## config.mk

```make
export PLATFORM = sky130hd
export DESIGN_NAME = i2c_slave_regif
export DESIGN_NICKNAME = d
export VERILOG_FILES = /design/src/rtl/i2c_slave_regif.sv
export SDC_FILE = /design/constraint.sdc
export NUM_CORES = 1
export LEC_CHECK = 0
export CAP_MARGIN = 20
export CELL_PAD_IN_SITES_DETAIL_PLACEMENT = 1
export CELL_PAD_IN_SITES_GLOBAL_PLACEMENT = 1
export CORE_MARGIN = 1.5
export CORE_UTILIZATION = 40
export DETAILED_ROUTE_END_ITERATION = 8
export PLACE_DENSITY_LB_ADDON = 0.2
export SYNTH_ARGS = -nofsm -noshare
export SYNTH_HDL_FRONTEND = slang
export SYNTH_SLANG_ARGS = --single-unit
```

## constraint.sdc

```tcl
create_clock -name SYSCLK -period 2 [get_ports SYSCLK]
set_clock_uncertainty 0.05 [all_clocks]
set_input_delay 0.6 -clock SYSCLK [delete_from_list [all_inputs] [get_ports SYSCLK]]
set_output_delay 0.6 -clock SYSCLK [all_outputs]
set_load 0.02 [all_outputs]
```

## src/rtl/i2c_slave_regif.sv

```systemverilog
// I2C target with pointer-then-data register protocol: filtered SCL/SDA,
// 7-bit address match, auto-incrementing pointer, one-cycle REG_WR/REG_RD strobes.
module i2c_slave_regif #(
  parameter logic [6:0] DEV_ADDR = 7'h40,
  parameter int         FILT_LEN = 3
) (
  input  logic       SYSCLK,
  input  logic       RESET,
  input  logic       SCL_IN,
  input  logic       SDA_IN,
  output logic       SDA_OE,
  output logic [7:0] REG_ADDR,
  output logic [7:0] REG_WDATA,
  output logic       REG_WR,
  output logic       REG_RD,
  input  logic [7:0] REG_RDATA,
  output logic       BUSY
);

  typedef enum logic [3:0] {
    IDLE, ADDR, ADDR_ACK, PTR, PTR_ACK, WDATA, WDATA_ACK, RLOAD, RDATA, RACK, IGNORE
  } state_t;

  // index 0 = SCL, 1 = SDA; idle bus level is high
  logic [1:0]      s1, s2, filt, filt_d;
  logic [1:0][2:0] cnt;

  always_ff @(posedge SYSCLK or posedge RESET) begin
    if (RESET) begin
      s1     <= '1;
      s2     <= '1;
      filt   <= '1;
      filt_d <= '1;
      cnt    <= '0;
    end else begin
      s1     <= {SDA_IN, SCL_IN};
      s2     <= s1;
      filt_d <= filt;
      for (int i = 0; i < 2; i++) begin
        if (s2[i] != filt[i]) begin
          if (cnt[i] == 3'(FILT_LEN - 1)) begin
            filt[i] <= s2[i];
            cnt[i]  <= '0;
          end else begin
            cnt[i] <= cnt[i] + 3'd1;
          end
        end else begin
          cnt[i] <= '0;
        end
      end
    end
  end

  logic scl_f, sda_f, scl_rise, scl_fall, start, stop;
  assign scl_f    = filt[0];
  assign sda_f    = filt[1];
  assign scl_rise = scl_f & ~filt_d[0];
  assign scl_fall = ~scl_f & filt_d[0];
  assign start    = scl_f & filt_d[0] & filt_d[1] & ~sda_f;
  assign stop     = scl_f & filt_d[0] & ~filt_d[1] & sda_f;

  state_t     state, state_n;
  logic [3:0] bit_cnt, bit_cnt_n;
  logic [7:0] shreg, shreg_n, ptr, ptr_n, reg_addr_n, reg_wdata_n, shin;
  logic       rd_pend, rd_pend_n, mack, mack_n;
  logic       sda_oe_n, busy_n, reg_wr_n, reg_rd_n;

  always_ff @(posedge SYSCLK or posedge RESET) begin
    if (RESET) begin
      state     <= IDLE;
      bit_cnt   <= '0;
      shreg     <= '0;
      ptr       <= '0;
      rd_pend   <= 1'b0;
      mack      <= 1'b1;
      SDA_OE    <= 1'b0;
      BUSY      <= 1'b0;
      REG_ADDR  <= '0;
      REG_WDATA <= '0;
      REG_WR    <= 1'b0;
      REG_RD    <= 1'b0;
    end else begin
      state     <= state_n;
      bit_cnt   <= bit_cnt_n;
      shreg     <= shreg_n;
      ptr       <= ptr_n;
      rd_pend   <= rd_pend_n;
      mack      <= mack_n;
      SDA_OE    <= sda_oe_n;
      BUSY      <= busy_n;
      REG_ADDR  <= reg_addr_n;
      REG_WDATA <= reg_wdata_n;
      REG_WR    <= reg_wr_n;
      REG_RD    <= reg_rd_n;
    end
  end

  always_comb begin
    state_n     = state;
    bit_cnt_n   = bit_cnt;
    shreg_n     = shreg;
    ptr_n       = ptr;
    rd_pend_n   = rd_pend;
    mack_n      = mack;
    sda_oe_n    = SDA_OE;
    busy_n      = BUSY;
    reg_addr_n  = REG_ADDR;
    reg_wdata_n = REG_WDATA;
    reg_wr_n    = 1'b0;
    reg_rd_n    = 1'b0;
    shin        = {shreg[6:0], sda_f};
    if (start) begin
      state_n   = ADDR;
      bit_cnt_n = '0;
      sda_oe_n  = 1'b0;
      rd_pend_n = 1'b0;
    end else if (stop) begin
      state_n   = IDLE;
      sda_oe_n  = 1'b0;
      busy_n    = 1'b0;
      rd_pend_n = 1'b0;
    end else begin
      case (state)
        ADDR, PTR, WDATA: if (scl_rise) begin
          shreg_n   = shin;
          bit_cnt_n = bit_cnt + 4'd1;
          if (bit_cnt == 4'd7) begin
            if (state == ADDR) begin
              if (shin[7:1] == DEV_ADDR) state_n = ADDR_ACK;
              else begin
                state_n = IGNORE;
                busy_n  = 1'b0;
              end
            end else if (state == PTR) begin
              ptr_n   = shin;
              state_n = PTR_ACK;
            end else begin
              reg_wr_n    = 1'b1;
              reg_addr_n  = ptr;
              reg_wdata_n = shin;
              state_n     = WDATA_ACK;
            end
          end
        end
        // ACK is driven from the 8th falling edge to the 9th
        ADDR_ACK, PTR_ACK, WDATA_ACK: if (scl_fall) begin
          if (!SDA_OE) begin
            sda_oe_n = 1'b1;
            if (state == ADDR_ACK) busy_n = 1'b1;
          end else begin
            sda_oe_n  = 1'b0;
            bit_cnt_n = '0;
            if (state == ADDR_ACK) state_n = shreg[0] ? RLOAD : PTR;
            else state_n = WDATA;
            if (state == WDATA_ACK) ptr_n = ptr + 8'd1;
          end
        end
        RLOAD: begin
          if (!rd_pend) begin
            reg_rd_n   = 1'b1;
            reg_addr_n = ptr;
            rd_pend_n  = 1'b1;
          end else if (!REG_RD) begin
            rd_pend_n = 1'b0;
            sda_oe_n  = ~REG_RDATA[7];
            shreg_n   = {REG_RDATA[6:0], 1'b0};
            bit_cnt_n = 4'd1;
            state_n   = RDATA;
          end
        end
        RDATA: if (scl_fall) begin
          if (bit_cnt != 4'd8) begin
            sda_oe_n  = ~shreg[7];
            shreg_n   = {shreg[6:0], 1'b0};
            bit_cnt_n = bit_cnt + 4'd1;
          end else begin
            sda_oe_n = 1'b0;
            state_n  = RACK;
          end
        end
        RACK: begin
          if (scl_rise) mack_n = sda_f;
          if (scl_fall) begin
            if (!mack) begin
              ptr_n   = ptr + 8'd1;
              state_n = RLOAD;
            end else begin
              state_n = IGNORE;
            end
          end
        end
        IDLE, IGNORE: ;
        default: state_n = IDLE;
      endcase
    end
  end

endmodule
```

==> qor.csv <==
metric,value,unit
outcome,finished with violations,
violations,setup timing,
worst_slew_pin_slew,0.3411,ns
finalCritPeriodShare,1.029,
maxCapViolations,0,
total_grt_usage,0.2324,
cts_buffer_depth,2,
finalNetCount,431,
asyncSetResetFlopFracSynth,1.000,
hold_viol_final,0,
start_kind,flop,
initial_util,0.4119,
drtPass1Iterations,4,
worst-setup-path-type,reg2reg,
most-common-layout-cells,"55 x buf_4, 46 x dfrtp_1, 37 x nand2_1",
power_leakage,0.001942,uW
crit_fanout,10,
post_synth_inst_count,328,
ys.flop_type,dfrtp_1,
worst_skew_pair.late_latency,0.35,ns
grt_pass1_vias,2964,
width_of_the_die,91.98,um
number_of_synthesized_flops_with_an_enable_pin,0,
io_pins,32,
half_perimeter_wire_length_after_placement,6392,um
drt-initial-drc-count,151,
power_density_of_the_placed_cells,1836,mW/mm2
cts_max_level,3,
slew_headroom,0.7726,
vdd_drop_max,775.7,uV
cts-root-buf,clkbuf_8,
grt_first_pass_wirelength,15080,um
cts-buffers-inserted,9,
number_of_buffers_added_on_ports,31,
synth_area,0.003167,mm2
whs,0.3084,ns
rows,32,
floorplan.die_area,0.008459,mm2
drt-total-wl,9684,um
worst_slack,-0.05720,ns
worst_path_largest_cell_delay,0.44,ns
yosys_warnings,0,
synthesis.nets,343,
setup_slack_on_the_worst_flop_to_flop_path,-0.06,ns
rsz_0062_raised_after_global_routing,true,
core_area,0.007687,mm2
worstPathRequired,2.19,ns
ant_nets,0,
hold_path_class,reg2reg,
antenna_found_initial,0,
finalWeightedCongestion,0.8777,
cts.sink_count,60,
grt_max_degree,61,
yosysUniqueCellTypes,63,
viasPerCell,5.474,
slowest_cp_cell,or3b_4,
cts_tree,built,
ys_ff_latch,60,
layout_min_cycle_time,2.057,ns
finalSetupViolCount,8,
placedCellCount,496,
synth_area_per_cell,9.655,um2
timing_limited_maximum_frequency,486.1,MHz
n_antenna_cell,0,
avgRoutedWirePerCell,18.52,um
drv_slew,0,
layout-area-overhead-vs-synth,39.98,%
arrival,2.25,ns
count_of_unresolved_drc_violations_after_routing,0,
post_route_cells_drive_above_1_share,0.3539,
finalNonFillerCells,523,
layout_commonest_cell,buf_4,
chipHeight,91.98,um
proportion_of_synthesized_chip_area_in_sequential_cells,0.4777,
grt_overflow,0,
clkTransAtPathRegs,0.08,ns
critical_path.cell_chain,ha_4 -> nand3b_1 -> or3b_4 -> or3_4 -> mux2_4,
num_vias,2863,
endpoint_kind,flop,
==> path summary, 6_finish.rpt <==
check                          endpoint  startpoint  cells past startpoint
setup / recovery           REG_WDATA[3]  bit_cnt[0]                      5
hold / removal                    s2[0]       s1[0]                      0
setup reg to reg           REG_WDATA[3]  bit_cnt[0]                      5
hold reg to reg                   s2[0]       s1[0]                      0
max in group asynchronous     filt_d[1]       RESET                      3
min in group asynchronous  REG_WDATA[1]       RESET                      3
==> kinds of logic after synthesis <==
| family | synth area share |
|---|---|
| AOI/OAI and AO/OA | 0.1584 |
| DFF | 0.4777 |
| and+or+nand+nor | 0.2189 |
| xor gates and xnor gates | 0.01383 |
| muxes | 0.07309 |
| buffers and inverters | 0.04306 |
| adders and majority gates | 0.01502 |
==> per-stage QoR <==
step / total power, uW / TNS (ns) / setup slack (ns) / util / instance area (um2)
2_1_floorplan: 4480 / 0 / 0.02215 / - / 3173
3_3_place_gp: 5974 / -0.2356 / -0.03286 / 0.5119 / 3935
3_5_place_dp: 6135 / -0.9593 / -0.09261 / 0.5119 / 3935
4_1_cts: 7577 / -0.5933 / -0.09004 / 0.5488 / 4219
5_1_grt: 8651 / -1.752 / -0.1219 / 0.5767 / 4433
6_report: 8138 / -0.3212 / -0.05720 / 0.5767 / 4433
==> synth_stat cells (all sizes together), types with 2 or more instances <==
library cell | n | area, um2
dfrtp | 51 | 1276
nand2 | 38 | 142.6
nor2 | 37 | 162.7
nor3 | 19 | 100.1
o21ai | 18 | 90.08
a21oi | 17 | 85.08
mux2 | 17 | 191.4
buf | 14 | 80.07
a31oi | 12 | 90.09
inv | 12 | 45.04
dfstp | 9 | 236.5
nor2b | 9 | 58.81
o22ai | 7 | 43.79
nand3 | 6 | 30.03
mux2i | 4 | 40.04
clkbuf | 3 | 11.26
ha | 3 | 37.54
nand2b | 3 | 18.77
nand3b | 3 | 22.52
nand4 | 3 | 25.02
nor3b | 3 | 22.52
o221ai | 3 | 32.53
xnor2 | 3 | 26.28
a211oi | 2 | 15.01
a22o | 2 | 17.52
nor4 | 2 | 27.53
o2bb2ai | 2 | 17.52
o31ai | 2 | 15.01
or3b | 2 | 20.02
xor2 | 2 | 17.52
==> routing by layer <==
metal	track usage	vias to the layer above	part of all wire
met5	0	-	0
met4	0.09231	0	0.028
met3	0.03400	22	0.029
met2	0.3827	59	0.50
met1	0.3073	1443	0.44
li1	-	1339	-
==> report_power, final <==
| group | total (uW) | switching [uW] | internal (uW) |
|---|---|---|---|
| logic | 4570 | 2350 | 2220 |
| clock network | 1260 | 554 | 707 |
| registers | 2310 | 575 | 1730 |
| total | 8140 | 3470 | 4660 |
==> flip-flops by register name, indices dropped and copies added (netlist names) <==
register	cells
s1	2
REG_ADDR	8
s2	2
bit_cnt	4
cnt	6
REG_WR	1
shreg	8
filt	2
mack	1
REG_RD	1
REG_WDATA	8
SDA_OE	1
BUSY	1
rd_pend	1
state	4
filt_d	2
ptr	8
==> layout make-up <==
cell class | count | area, um2
clock buffers | 9 | 123.9
clock inverters | 7 | 98.84
fillers | 861 | 3254
inverters | 12 | 48.80
multi-input cells | 239 | 1689
flip-flops and latches | 60 | 1519
well taps | 102 | 127.6
repair buffers | 94 | 825.8
==> repair_timing <==
| item | CTS | global route |
|---|---|---|
| pin swaps | 2 | 12 |
| gates resized for setup | 19 | 39 |
| hold buffers | 0 | 0 |
| setup buffers | 1 | 11 |
| setup endpoints to repair | 28 | 37 |
| cloned | 0 | 1 |
==> critical path, delay by kind of cell (launching register included) <==
kind / cells / cell delay [ns]
DFF: 1 / 0.43
muxes: 1 / 0.32
and+or+nand+nor: 3 / 0.99
adders and majority gates: 1 / 0.15
(Power assumes the default switching activity.)
